File: config.mk
export PLATFORM = sky130hd
export DESIGN_NAME = panel_loader_flat
export DESIGN_NICKNAME = d
export VERILOG_FILES = /design/src/rtl/panel_loader_if.sv /design/src/rtl/panel_loader.sv /design/src/flat_wrapper.sv
export SDC_FILE = /design/constraint.sdc
export NUM_CORES = 1
export LEC_CHECK = 0
export BUFFER_PORTS_ARGS = -buffer_cell sky130_fd_sc_hd__buf_2
export CAP_MARGIN = 5
export CORE_MARGIN = 1.5
export CORE_UTILIZATION = 48
export CTS_BUF_LIST = sky130_fd_sc_hd__clkbuf_16
export CTS_CLUSTER_DIAMETER = 100
export DETAILED_ROUTE_END_ITERATION = 8
export PLACE_DENSITY_LB_ADDON = 0.1
export REMOVE_ABC_BUFFERS = 1
export SLEW_MARGIN = 20
export SYNTH_ARGS = -nofsm -noshare
export SYNTH_HDL_FRONTEND = slang
export SYNTH_SLANG_ARGS = --single-unit
File: constraint.sdc
create_clock -name clk -period 1.9 [get_ports clk]
set_clock_uncertainty 0.1 [all_clocks]
set_input_delay 0.095 -clock clk [delete_from_list [all_inputs] [get_ports clk]]
set_output_delay 0.095 -clock clk [all_outputs]
set_load 0.01 [all_outputs]
File: src/rtl/panel_loader_if.sv
// Command handshake between the host (UART or bench) and the front-panel loader.
// The host is the master; the loader is the slave.
interface panel_loader_if;
    logic        cmd_valid;
    logic        cmd_ready;
    logic [1:0]  cmd_op;
    logic [11:0] cmd_data;

    modport master (
        output cmd_valid,
        output cmd_op,
        output cmd_data,
        input  cmd_ready
    );

    modport slave (
        input  cmd_valid,
        input  cmd_op,
        input  cmd_data,
        output cmd_ready
    );
endinterface

File: src/rtl/panel_loader.sv
// Front-panel sequencer for the q2 CPU: replays host commands as timed switch,
// strobe, reset and start/stop actions, exactly as an operator would by hand.
module panel_loader #(
    parameter int SETTLE_CYCLES = 8,
    parameter int PULSE_CYCLES  = 16,
    parameter int RST_CYCLES    = 32,
    parameter int TW            = 8
) (
    input  logic         clk,
    input  logic         nrst,
    panel_loader_if.slave cmd,
    output logic [11:0]  nsw,
    output logic         ndep_sw,
    output logic         nincp_sw,
    output logic         cpu_nrst,
    output logic         start_pull,
    output logic         stop_pull,
    output logic [11:0]  load_count,
    output logic         busy
);

    typedef enum logic [2:0] {
        S_IDLE,
        S_SETUP,
        S_DEP,
        S_GAP,
        S_INC,
        S_HOLD,
        S_RST,
        S_PULL
    } state_t;

    localparam logic [1:0] OP_DEPOSIT = 2'b00;
    localparam logic [1:0] OP_RESET   = 2'b01;
    localparam logic [1:0] OP_START   = 2'b10;

    localparam logic [TW-1:0] SETTLE_LD = TW'(SETTLE_CYCLES - 1);
    localparam logic [TW-1:0] PULSE_LD  = TW'(PULSE_CYCLES - 1);
    localparam logic [TW-1:0] RST_LD    = TW'(RST_CYCLES - 1);

    state_t        r_state;
    logic [TW-1:0] r_timer;
    logic [1:0]    r_op;
    logic [11:0]   r_nsw;
    logic          r_ndep;
    logic          r_nincp;
    logic          r_cpuNrst;
    logic          r_startPull;
    logic          r_stopPull;
    logic [11:0]   r_loadCount;
    logic          r_ready;
    logic          r_busy;

    state_t        w_stateNext;
    logic [TW-1:0] w_timerNext;
    logic [1:0]    w_opNext;
    logic [11:0]   w_nswNext;
    logic [11:0]   w_countNext;
    logic          w_accept;
    logic          w_timerDone;

    assign w_accept    = cmd.cmd_valid & r_ready;
    assign w_timerDone = (r_timer == '0);

    // Each timed state loads N-1 on entry and leaves on the cycle its timer reads zero.
    always_comb begin
        w_stateNext = r_state;
        w_timerNext = r_timer;
        w_opNext    = r_op;
        w_nswNext   = r_nsw;
        w_countNext = r_loadCount;
        if (!w_timerDone) begin
            w_timerNext = r_timer - 1'b1;
        end
        case (r_state)
            S_IDLE: begin
                w_nswNext = '1;
                if (w_accept) begin
                    w_opNext = cmd.cmd_op;
                    case (cmd.cmd_op)
                        OP_DEPOSIT: begin
                            w_stateNext = S_SETUP;
                            w_timerNext = SETTLE_LD;
                            w_nswNext   = ~cmd.cmd_data;
                        end
                        OP_RESET: begin
                            w_stateNext = S_RST;
                            w_timerNext = RST_LD;
                            w_countNext = '0;
                        end
                        default: begin
                            w_stateNext = S_PULL;
                            w_timerNext = PULSE_LD;
                        end
                    endcase
                end
            end
            S_SETUP: if (w_timerDone) begin
                w_stateNext = S_DEP;
                w_timerNext = PULSE_LD;
            end
            S_DEP: if (w_timerDone) begin
                w_stateNext = S_GAP;
                w_timerNext = SETTLE_LD;
            end
            S_GAP: if (w_timerDone) begin
                w_stateNext = S_INC;
                w_timerNext = PULSE_LD;
            end
            S_INC, S_RST, S_PULL: if (w_timerDone) begin
                w_stateNext = S_HOLD;
                w_timerNext = SETTLE_LD;
            end
            S_HOLD: if (w_timerDone) begin
                w_stateNext = S_IDLE;
                w_nswNext   = '1;
                if (r_op == OP_DEPOSIT) begin
                    w_countNext = r_loadCount + 12'd1;
                end
            end
            default: begin
                w_stateNext = S_IDLE;
                w_timerNext = '0;
                w_nswNext   = '1;
            end
        endcase
    end

    // Pins are decoded from the next state so every q2-facing output comes straight off a flop.
    always_ff @(posedge clk) begin
        if (!nrst) begin
            r_state     <= S_IDLE;
            r_timer     <= '0;
            r_op        <= OP_DEPOSIT;
            r_nsw       <= '1;
            r_ndep      <= 1'b1;
            r_nincp     <= 1'b1;
            r_cpuNrst   <= 1'b1;
            r_startPull <= 1'b0;
            r_stopPull  <= 1'b0;
            r_loadCount <= '0;
            r_ready     <= 1'b1;
            r_busy      <= 1'b0;
        end else begin
            r_state     <= w_stateNext;
            r_timer     <= w_timerNext;
            r_op        <= w_opNext;
            r_nsw       <= w_nswNext;
            r_ndep      <= (w_stateNext != S_DEP);
            r_nincp     <= (w_stateNext != S_INC);
            r_cpuNrst   <= (w_stateNext != S_RST);
            r_startPull <= (w_stateNext == S_PULL) && (w_opNext == OP_START);
            r_stopPull  <= (w_stateNext == S_PULL) && (w_opNext != OP_START);
            r_loadCount <= w_countNext;
            r_ready     <= (w_stateNext == S_IDLE);
            r_busy      <= (w_stateNext != S_IDLE);
        end
    end

    assign cmd.cmd_ready = r_ready;
    assign nsw           = r_nsw;
    assign ndep_sw       = r_ndep;
    assign nincp_sw      = r_nincp;
    assign cpu_nrst      = r_cpuNrst;
    assign start_pull    = r_startPull;
    assign stop_pull     = r_stopPull;
    assign load_count    = r_loadCount;
    assign busy          = r_busy;

endmodule
File: src/flat_wrapper.sv
// flat-port wrapper written by rule: the top's interface ports become plain ports
module panel_loader_flat 
#(
    parameter int SETTLE_CYCLES = 8,
    parameter int PULSE_CYCLES  = 16,
    parameter int RST_CYCLES    = 32,
    parameter int TW            = 8
)
  (clk, nrst, nsw, ndep_sw, nincp_sw, cpu_nrst, start_pull, stop_pull, load_count, busy, cmd_cmd_valid, cmd_cmd_op, cmd_cmd_data, cmd_cmd_ready);
  panel_loader_if cmd_i ();
  input  logic clk;
  input  logic nrst;
  output logic [11:0] nsw;
  output logic ndep_sw;
  output logic nincp_sw;
  output logic cpu_nrst;
  output logic start_pull;
  output logic stop_pull;
  output logic [11:0] load_count;
  output logic busy;
  input wire logic [$bits(cmd_i.cmd_valid)-1:0] cmd_cmd_valid;
  input wire logic [$bits(cmd_i.cmd_op)-1:0] cmd_cmd_op;
  input wire logic [$bits(cmd_i.cmd_data)-1:0] cmd_cmd_data;
  output wire logic [$bits(cmd_i.cmd_ready)-1:0] cmd_cmd_ready;
  assign cmd_i.cmd_valid = cmd_cmd_valid;
  assign cmd_i.cmd_op = cmd_cmd_op;
  assign cmd_i.cmd_data = cmd_cmd_data;
  assign cmd_cmd_ready = cmd_i.cmd_ready;
  panel_loader #(.SETTLE_CYCLES(SETTLE_CYCLES), .PULSE_CYCLES(PULSE_CYCLES), .RST_CYCLES(RST_CYCLES), .TW(TW)) u_core (.clk(clk), .nrst(nrst), .cmd(cmd_i), .nsw(nsw), .ndep_sw(ndep_sw), .nincp_sw(nincp_sw), .cpu_nrst(cpu_nrst), .start_pull(start_pull), .stop_pull(stop_pull), .load_count(load_count), .busy(busy));
endmodule
# Word level (Yosys, flattened, before mapping)
# Cells that the tools add are included.
[word_totals]
ff_bits = 44
inputBits = 17
output_inout_bits = 31
[op_classes]
add_sub_neg = 2
eq_ne = 18
muxes = 25
bitwise_logic = 2
n_reduce_logical = 14
[ops]
columns = ["op", "count"]
rows = [
  ["12-bit 2-to-1 mux", 7],
  ["12-bit case mux with 2 select lines", 2],
  ["8-bit 2-to-1 mux", 4],
  ["8-bit case mux with 3 select lines", 1],
  ["3-bit 2-to-1 mux", 6],
  ["3-bit case mux with 6 select lines", 1],
  ["3-bit == test (second input constant)", 5],
  ["12-bit by 1-bit adder with 12-bit output (second input constant)", 1],
  ["12-bit NOT", 1],
  ["5-bit case mux with 2 select lines", 1],
  ["8-bit logical NOT", 1],
  ["8-bit by 1-bit subtractor with 8-bit output (second input constant)", 1],
  ["3-bit by 2-bit == test with 1-bit output (second input constant)", 2],
  ["3-bit logical NOT", 2],
  ["2-bit by 1-bit != test with 1-bit output (second input constant)", 3],
  ["3-bit != test (second input constant)", 2],
  ["3-bit case mux with 2 select lines", 1],
  ["5-bit AND reduction", 1],
  ["2-bit logical NOT", 2],
  ["2-bit 2-to-1 mux", 2],
  ["2-bit != test (second input constant)", 2],
  ["4-bit OR reduction", 1],
  ["3-bit by 1-bit == test with 1-bit output (second input constant)", 1],
  ["3-bit by 2-bit != test with 1-bit output (second input constant)", 1],
  ["other kinds (9)", 10],
]

# Depth between registers and ports, before layout
# Gate-level depths: netlist of the first run.
[logic_depth]
depth_word = 6
depth_mapped = 9

# Worst setup path before layout of the first run
# Ideal clock, no wire load.
[synth_path]
kind = "register to register"
start = "register u_core.r_timer[0]"
end = "register u_core.r_nsw[10] (netlist: u_core.nsw[10])"
setup_time_ps = 121
t_arrival_ps = 1871
slack_ps = -192
path_stages_with_launch = 9
period_less_slack_ps = 2092
path_cell_list = "dfxtp_1 inv_1 ha_1 nor3b_1 and2_1 nand3_1 a21oi_1 buf_2 mux2_2"
[synth_between]
elab_chain_cells = 3
[synth_lines]
columns = ["item", "line_no", "text"]
rows = [
  ["start: declaration", "panel_loader.sv:42", "logic [TW-1:0] r_timer;"],
  ["start signal: assignment", "panel_loader.sv:146", "r_timer <= w_timerNext;"],
  ["8-bit logical NOT", "panel_loader.sv:63", "assign w_timerDone = (r_timer == '0);"],
  ["2-bit by 1-bit != test with 1-bit output (no line)", "--", ""],
  ["2-bit AND reduction (no line)", "--", ""],
  ["end signal: assignment", "panel_loader.sv:148", "r_nsw <= w_nswNext;"],
  ["end: declaration", "panel_loader.sv:44", "logic [11:0] r_nsw;"],
]
# No other way between the ends.
# A chain may end at the register's enable or synchronous reset.

# Worst setup path after layout of the first run
[layout_path]
start = "register u_core.r_timer[1]"
end = "register u_core.r_stopPull (netlist: u_core.stop_pull)"
[layout_between]
elab_chain_cells = 5
word_cells_on_any_way = 9
cone_classes = "eq/ne (1); mux (6); reduce/logical (2)"
[layout_lines]
columns = ["item", "line_no", "text"]
rows = [
  ["8-bit logical NOT *", "panel_loader.sv:63", ""],
  ["3-bit 2-to-1 mux, on equally long branches", "--", ""],
  ["3-bit case mux with 6 select lines *", "panel_loader.sv:75", "case (r_state)"],
  ["3-bit == test *", "panel_loader.sv:153", "r_stopPull <= (w_stateNext == S_PULL) && (w_opNext != OP_START);"],
  ["1-bit logical AND *", "panel_loader.sv:153", ""],
  ["end signal: assignment", "panel_loader.sv:153", ""],
  ["end: declaration", "panel_loader.sv:49", "logic r_stopPull;"],
]
# Mark *: on every way between the ends. The rest lies on a longest branch, timed or not.

==> impl_metrics.json, run 1 <==
{
  "antenna_found_initial": 0,
  "cts_buffer_depth": 2,
  "place_congestion": 0.811,
  "syn_avg_cell_area_um2": 8.96,
  "timing.hold.ws_ns": 0.000679,
  "n_antenna_cell": 0,
  "arrival_ns": 2.11,
  "pwr_density_cell_nw_per_um2": 1550,
  "die_x_um": 68.5,
  "yosysUniqueCellTypes": 46,
  "nFillCells": 274,
  "r2r_start": "u_core.r_timer[1]$_SDFF_PN0_",
  "fin_crit_ns": 2.03,
  "grt-ovfl-total": 0,
  "ir_drop_uv": 1210,
  "synth_most_common_cell": "dfxtp_1",
  "clk_latency_ns": 0.28,
  "synth-async-reset-ratio_pct": 0,
  "synth-seq-cells": 44,
  "synth-simple-area-share_pct": 25.1,
  "synth_commonest_cells": "dfxtp_1, nand2_1, a21oi_1",
  "nets": 346,
  "wl_met3_um": 311,
  "synth.area.mux_share_pct": 7.04,
  "start_kind": "flip-flop",
  "cts.sinks": 44,
  "max_slew_margin_pct": 72.3,
  "drt_iter0_markers": 147,
  "slowest_delay_ns": 0.49,
  "path_max_fanout": 3,
  "yosys.area.top_type": "dfxtp_1",
  "cts_root_buffer": "clkbuf_16",
  "ioPinCount": 48,
  "synth_compound_area_share_pct": 15.1,
  "top_layer": "met4",
  "utilization_pct": 78.1,
  "reg2regPathDepth": 8,
  "drive_gt1_share_pct": 46.9,
  "setup_viol": 19,
  "drt-total-wl_um": 5700,
  "cp_cell_sequence": "inv_2, ha_4, buf_6, or4bb_4, o21ai_4, o221ai_4, nor3b_4, and3b_1",
  "synth_warnings": 0,
  "initial_core_util_pct": 50.8,
  "vias": 2039,
  "rsz0062_at_grt": "yes",
  "violations": "setup timing",
  "grt_first_pass_wirelength_um": 8400,
  "drv_slew": 0,
  "rows": 23,
  "ant_nets": 0,
  "dr_wl_met2_um": 2720,
  "synth_edf_count": 0,
  "power_uw": 4920,
  "syn_to_final_growth_pct": 53.9,
  "required_ns": 1.98,
  "fin_ws_ns": -0.134,
  "io_buffers": 47,
  "r2r_slack_ns": -0.13,
  "crit_type": "flip-flop to flip-flop",
  "design.die.area_um2": 4690,
  "rr_endpoint": "u_core.stop_pull$_SDFF_PN0_",
  "wl_per_cell_um": 15.2,
  "cts.clk_slew.worst_paths_ns": 0.06,
  "cts_tree": "built",
  "hold_depth": 3,
  "finalCritPeriodShare_pct": 107,
  "cts_inserted_buffers": 5,
  "avgViaCountPerCell": 5.42,
  "synthAdderAreaFrac_pct": 2.43,
  "grt_max_degree": 15,
  "netlist_area_um2": 2060,
  "firstDrtPassIters": 4,
  "finalHoldViolCount": 0,
  "grt_pass1_vias": 1780,
  "outcome": "finished, violations left",
  "hp-start": "cmd_cmd_data[4]",
  "routedLengthMet1_um": 2610,
  "hp-class": "input pin to flip-flop",
  "ctsHtreeMaxLevel": 2,
  "fmax_ghz": 0.492,
  "synthFlopType": "dfxtp_1",
  "dp_hpwl_um": 3310,
  "seq_area_frac_synth_pct": 42.7,
  "netlist.area_leader.share_pct": 42.7,
  "ys_top_cells_by_area": "dfxtp_1, mux2_2, nand2_1",
  "syn_inst": 230,
  "coreArea_um2": 4060,
  "synth_top_family_by_area": "simple AND/OR/NAND/NOR gates",
  "whs_endpoint": "u_core.nsw[4]$_SDFFE_PN1P_",
  "p_leak_uw": 0.00131,
  "drc_errors": 0,
  "synth-xor-area-share_pct": 3.83,
  "die_y_um": 68.5,
  "cp_slowest_cell": "or4bb_4",
  "worst_slew_pin_slew_ns": 0.415,
  "cp-end-kind": "flip-flop",
  "cap_violations": 0,
  "grtUsageTotal_pct": 24.0
}
==> layer usage <==
| metal | vias to the layer above | global-route usage [%] |
|---|---|---|
| met3 | 10 | 5.52 |
| met4 | 0 | 5.50 |
| met2 | 69 | 39.1 |
| met5 | - | 0 |
| li1 | 1004 | - |
| met1 | 956 | 32.2 |
==> per-stage QoR <==
step | instances | setup TNS (ns) | cell area (µm²) | setup WS, ns
after floorplan | 220 | -6.10 | 2000 | -0.453
after global routing | 376 | -2.04 | 3170 | -0.158
after detailed placement | 348 | -2.70 | 2530 | -0.173
after global placement | 348 | -2.25 | 2530 | -0.130
after CTS | 372 | -0.111 | 2970 | -0.0473
final | 376 | -0.819 | 3170 | -0.134
==> worst max-delay path by stage <==
stage                                      start  slack, ns                     endpoint
floorplan           u_core.r_timer[0]$_SDFF_PN0_      -0.45   u_core.nsw[0]$_SDFFE_PN1P_
global placement    u_core.r_timer[0]$_SDFF_PN0_      -0.13   u_core.nsw[1]$_SDFFE_PN1P_
detailed placement  u_core.r_timer[0]$_SDFF_PN0_      -0.17   u_core.nsw[9]$_SDFFE_PN1P_
CTS                 u_core.r_timer[1]$_SDFF_PN0_      -0.05  u_core.stop_pull$_SDFF_PN0_
global route        u_core.r_timer[1]$_SDFF_PN0_      -0.16  u_core.stop_pull$_SDFF_PN0_
finish              u_core.r_timer[1]$_SDFF_PN0_      -0.13  u_core.stop_pull$_SDFF_PN0_
==> area by class of cell <==
cell class	count	area [µm²]	share of cell area (%)
Clock buffer	5	125	3.95
Clock inverter	3	42.5	1.34
Inverter	6	25.0	0.789
Multi-Input combinational cell	171	1360	43.0
Sequential cell	44	887	28.0
Tap cell	50	62.6	1.97
Timing Repair Buffer	97	664	21.0
==> sequential cells by signal (all words and copies together), names as in the netlist <==
name                  cells
u_core.load_count        12
u_core.nsw               12
u_core.r_timer            8
u_core.r_state            3
u_core.r_op               2
u_core.busy               1
u_core.cmd.cmd_ready      1
u_core.cpu_nrst           1
u_core.ndep_sw            1
u_core.nincp_sw           1
u_core.start_pull         1
u_core.stop_pull          1
==> cell families (layout without fill, tap and decap cells) <==
group / count (synthesis) / in the layout
compound gates: 47 / 48
xor+xnor: 9 / 9
fa+ha+maj: 4 / 4
buf+inv: 16 / 111
flops: 44 / 44
mux: 13 / 13
simple gates: 97 / 97
==> worst max-delay path, delay by kind of cell (launching register included) <==
family | cells | cell delay (ns)
flip-flops | 1 | 0.33
adder cells (fa/ha/maj) | 1 | 0.14
buffers and inverters | 2 | 0.17
AND/OR/NAND/NOR | 3 | 0.86
AO/OA/AOI/OAI | 2 | 0.33
==> report_power, final <==
group / switching [µW] / internal, µW / leakage, µW
clock: 363 / 618 / 0.0000798
sequential: 147 / 1100 / 0.000360
combinational: 1270 / 1420 / 0.000874
==> cell usage in the layout (no fill, tap or decap), drive strengths merged, types with 2 or more instances in the layout <==
master,synthesis,final
o2111ai,5,6
dfxtp,44,44
inv,6,6
nand2,30,30
and3,2,2
and2,3,3
clkbuf,5,5
nand2b,13,13
mux2,12,12
nor4,3,3
dlygate4sd3,0,3
nor2b,2,2
xor2,7,7
nor2,17,17
ha,4,4
buf,5,94
nor3b,4,4
nand3,7,7
a31oi,4,4
xnor2,2,2
nor3,3,3
o21ai,10,10
or3,6,6
a21oi,18,18
==> repair_timing <==
action,CTS,global route
endpoints found under the hold margin,3,0
gates resized for setup,39,34
setup buffers,11,5
endpoints found under the setup margin,28,38
pin swaps,8,20
hold buffers,3,0
cloned,2,0
(Power assumes the default switching activity.)
==> inputs of run 2 (changes only) <==
--- a/config.mk
+++ b/config.mk
@@ -8,7 +8,7 @@
 export BUFFER_PORTS_ARGS = -buffer_cell sky130_fd_sc_hd__buf_2
 export CAP_MARGIN = 5
 export CORE_MARGIN = 1.5
-export CORE_UTILIZATION = 48
+export CORE_UTILIZATION = 53
 export CTS_BUF_LIST = sky130_fd_sc_hd__clkbuf_16
 export CTS_CLUSTER_DIAMETER = 100
 export DETAILED_ROUTE_END_ITERATION = 8
==> constraint.sdc (replaced) <==
create_clock -name clk -period 2.3 [get_ports clk]
set_clock_uncertainty 0.1 [all_clocks]
set_input_delay 0.115 -clock clk [delete_from_list [all_inputs] [get_ports clk]]
set_output_delay 0.115 -clock clk [all_outputs]
set_load 0.01 [all_outputs]
==> run 2 against run 1 <==
Effect of this change:
- the flow now finishes without violations
- first-iteration DRC count down 22%
- cell count is 11% lower
- setup slack better by 0.37 ns
- wire length down 24%
- die area down 9.0%
- design area fell by 20%
- register-to-register slack better by 0.37 ns
- total power is 42% lower
- critical path depth down 1
- clock-buffer cell count unchanged
- highest routed layer unchanged
==> impl_metrics.json, run 2 (synthesized netlist as in run 1, its figures left out) <==
{
  "cp-end-kind": "flip-flop",
  "grt_pass1_vias": 1689,
  "ir_drop_uv": 835,
  "drc_errors": 0,
  "power_switching_uw": 1050,
  "die_y_um": 65.4,
  "clk_latency_ns": 0.28,
  "rr_endpoint": "u_core.stop_pull$_SDFF_PN0_",
  "vias": 1826,
  "fin_crit_ns": 2.07,
  "crit_type": "flip-flop to flip-flop",
  "cts.sinks": 44,
  "slowest_delay_ns": 0.45,
  "ant_nets": 0,
  "ioPinCount": 48,
  "worst_slew_pin_slew_ns": 0.526,
  "p_sw_share_pct": 36.5,
  "setup_viol": 0,
  "pwr_density_cell_nw_per_um2": 1130,
  "cts_inserted_buffers": 5,
  "combPwrFrac_pct": 41.2,
  "grtUsageTotal_pct": 22.2,
  "wl_per_cell_um": 13.0,
  "seq_power_share_pct": 35.6,
  "r2r_start": "u_core.r_timer[0]$_SDFF_PN0_",
  "grt_max_degree": 19,
  "fin_ws_ns": 0.233,
  "cap_violations": 0,
  "fmax_ghz": 0.484,
  "drive_gt1_share_pct": 28.6,
  "ctsHtreeMaxLevel": 2,
  "clock_power_share_pct": 23.1,
  "cts.clk_slew.worst_paths_ns": 0.06,
  "initial_core_util_pct": 55.9,
  "place_ws_ns": 0.172,
  "p_leak_uw": 0.000997,
  "cp_slowest_cell": "or4bb_1",
  "hp-class": "input pin to flip-flop",
  "required_ns": 2.37,
  "die_x_um": 65.4,
  "post_cts_buffers": 0,
  "syn_to_final_growth_pct": 23.4,
  "cts_root_buffer": "clkbuf_16",
  "drt_iter0_markers": 115,
  "outcome": "complete, no violations",
  "io_buffers": 47,
  "cts_buffer_depth": 2,
  "finalHoldViolCount": 0,
  "utilization_pct": 68.9,
  "drv_slew": 0,
  "critPathLaunch": "u_core.r_timer[0]$_SDFF_PN0_",
  "final_common_cell": "buf_2",
  "dp.cells": 326,
  "avgViaCountPerCell": 5.45,
  "rows": 22,
  "cts_tree": "built",
  "r2r_slack_ns": 0.23,
  "dp_hpwl_um": 3070,
  "grt-ovfl-total": 0,
  "drt-total-wl_um": 4360,
  "finalCritPeriodShare_pct": 89.9,
  "arrival_ns": 2.14,
  "nFillCells": 326,
  "stdcell_count": 335,
  "layout_common_cells": "buf_2, dfxtp_1, nand2_1",
  "firstDrtPassIters": 4,
  "design.die.area_um2": 4270,
  "max_slew_margin_pct": 64.9,
  "reg2regPathDepth": 7,
  "grt_first_pass_wirelength_um": 7330,
  "hp-start": "cmd_cmd_op[0]",
  "p_int_uw": 1830,
  "nets": 307,
  "whs_endpoint": "u_core.r_op[0]$_SDFF_PN0_",
  "place_congestion": 0.886,
  "path_max_fanout": 3,
  "cp_cell_sequence": "inv_1, ha_1, or4bb_1, o21ai_0, o221ai_1, nor3b_2, and3b_1",
  "coreArea_um2": 3690,
  "hold_depth": 3,
  "start_kind": "flip-flop",
  "antenna_found_initial": 0,
  "rsz0062_at_grt": "no",
  "n_antenna_cell": 0
}
## run 2: layout make-up
class | count | area [µm²] | area share (%)
well taps | 48 | 60.1 | 2.36
flip-flops and latches | 44 | 881 | 34.6
repair buffers | 59 | 328 | 12.9
clock buffers | 5 | 125 | 4.92
inverters | 6 | 22.5 | 0.886
clock inverters | 3 | 15.0 | 0.591
multi-input cells | 170 | 1110 | 43.7
## run 2: worst max-delay path by stage
stage	endpoint	cells after the start	slack [ns]
floorplan	u_core.nsw[0]$_SDFFE_PN1P_	7	-0.05
global placement	u_core.nsw[11]$_SDFFE_PN1P_	8	0.23
detailed placement	u_core.nsw[8]$_SDFFE_PN1P_	8	0.17
CTS	u_core.nsw[8]$_SDFFE_PN1P_	8	0.16
global route	u_core.nsw[10]$_SDFFE_PN1P_	8	0.07
finish	u_core.stop_pull$_SDFF_PN0_	7	0.23
## run 2: worst max-delay path, delay by kind of cell (launching register included)
kind | cells | cell delay, ns
AO/OA/AOI/OAI | 2 | 0.40
AND/OR/NAND/NOR | 3 | 0.86
buffers and inverters | 1 | 0.10
flip-flops | 1 | 0.32
adder cells (fa/ha/maj) | 1 | 0.18
## run 2: through the flow
step / cell area, µm² / setup TNS [ns] / total power [µW] / hold slack, ns
detailed placement: 2380 / 0 / 2190 / 0.291
CTS: 2530 / 0 / 2870 / 0.00158
global route: 2540 / 0 / 3100 / 0.0148
global placement: 2380 / 0 / 2180 / 0.290
finish: 2540 / 0 / 2880 / 0.00555
floorplan: 2000 / -0.642 / 1820 / 0.133
## run 2: routing by layer
layer | routed length, µm | track usage [%]
met5 | 0 | 0
met4 | 96 | 11.2
met2 | 1950 | 34.3
met3 | 282 | 5.31
met1 | 2030 | 28.8
## run 2: power by group through the flow
| stage | clock network (µW) | logic (µW) | registers (µW) |
|---|---|---|---|
| global route | 706 | 1350 | 1040 |
| global placement | 0 | 1150 | 1030 |
| finish | 666 | 1190 | 1030 |
| floorplan | 0 | 765 | 1050 |
| detailed placement | 0 | 1160 | 1040 |
| CTS | 682 | 1170 | 1020 |
## run 2: what timing repair did
action,CTS,global route
setup endpoints to repair,0,14
hold buffers,1,0
endpoints found under the hold margin,1,0
gates resized for setup,0,2
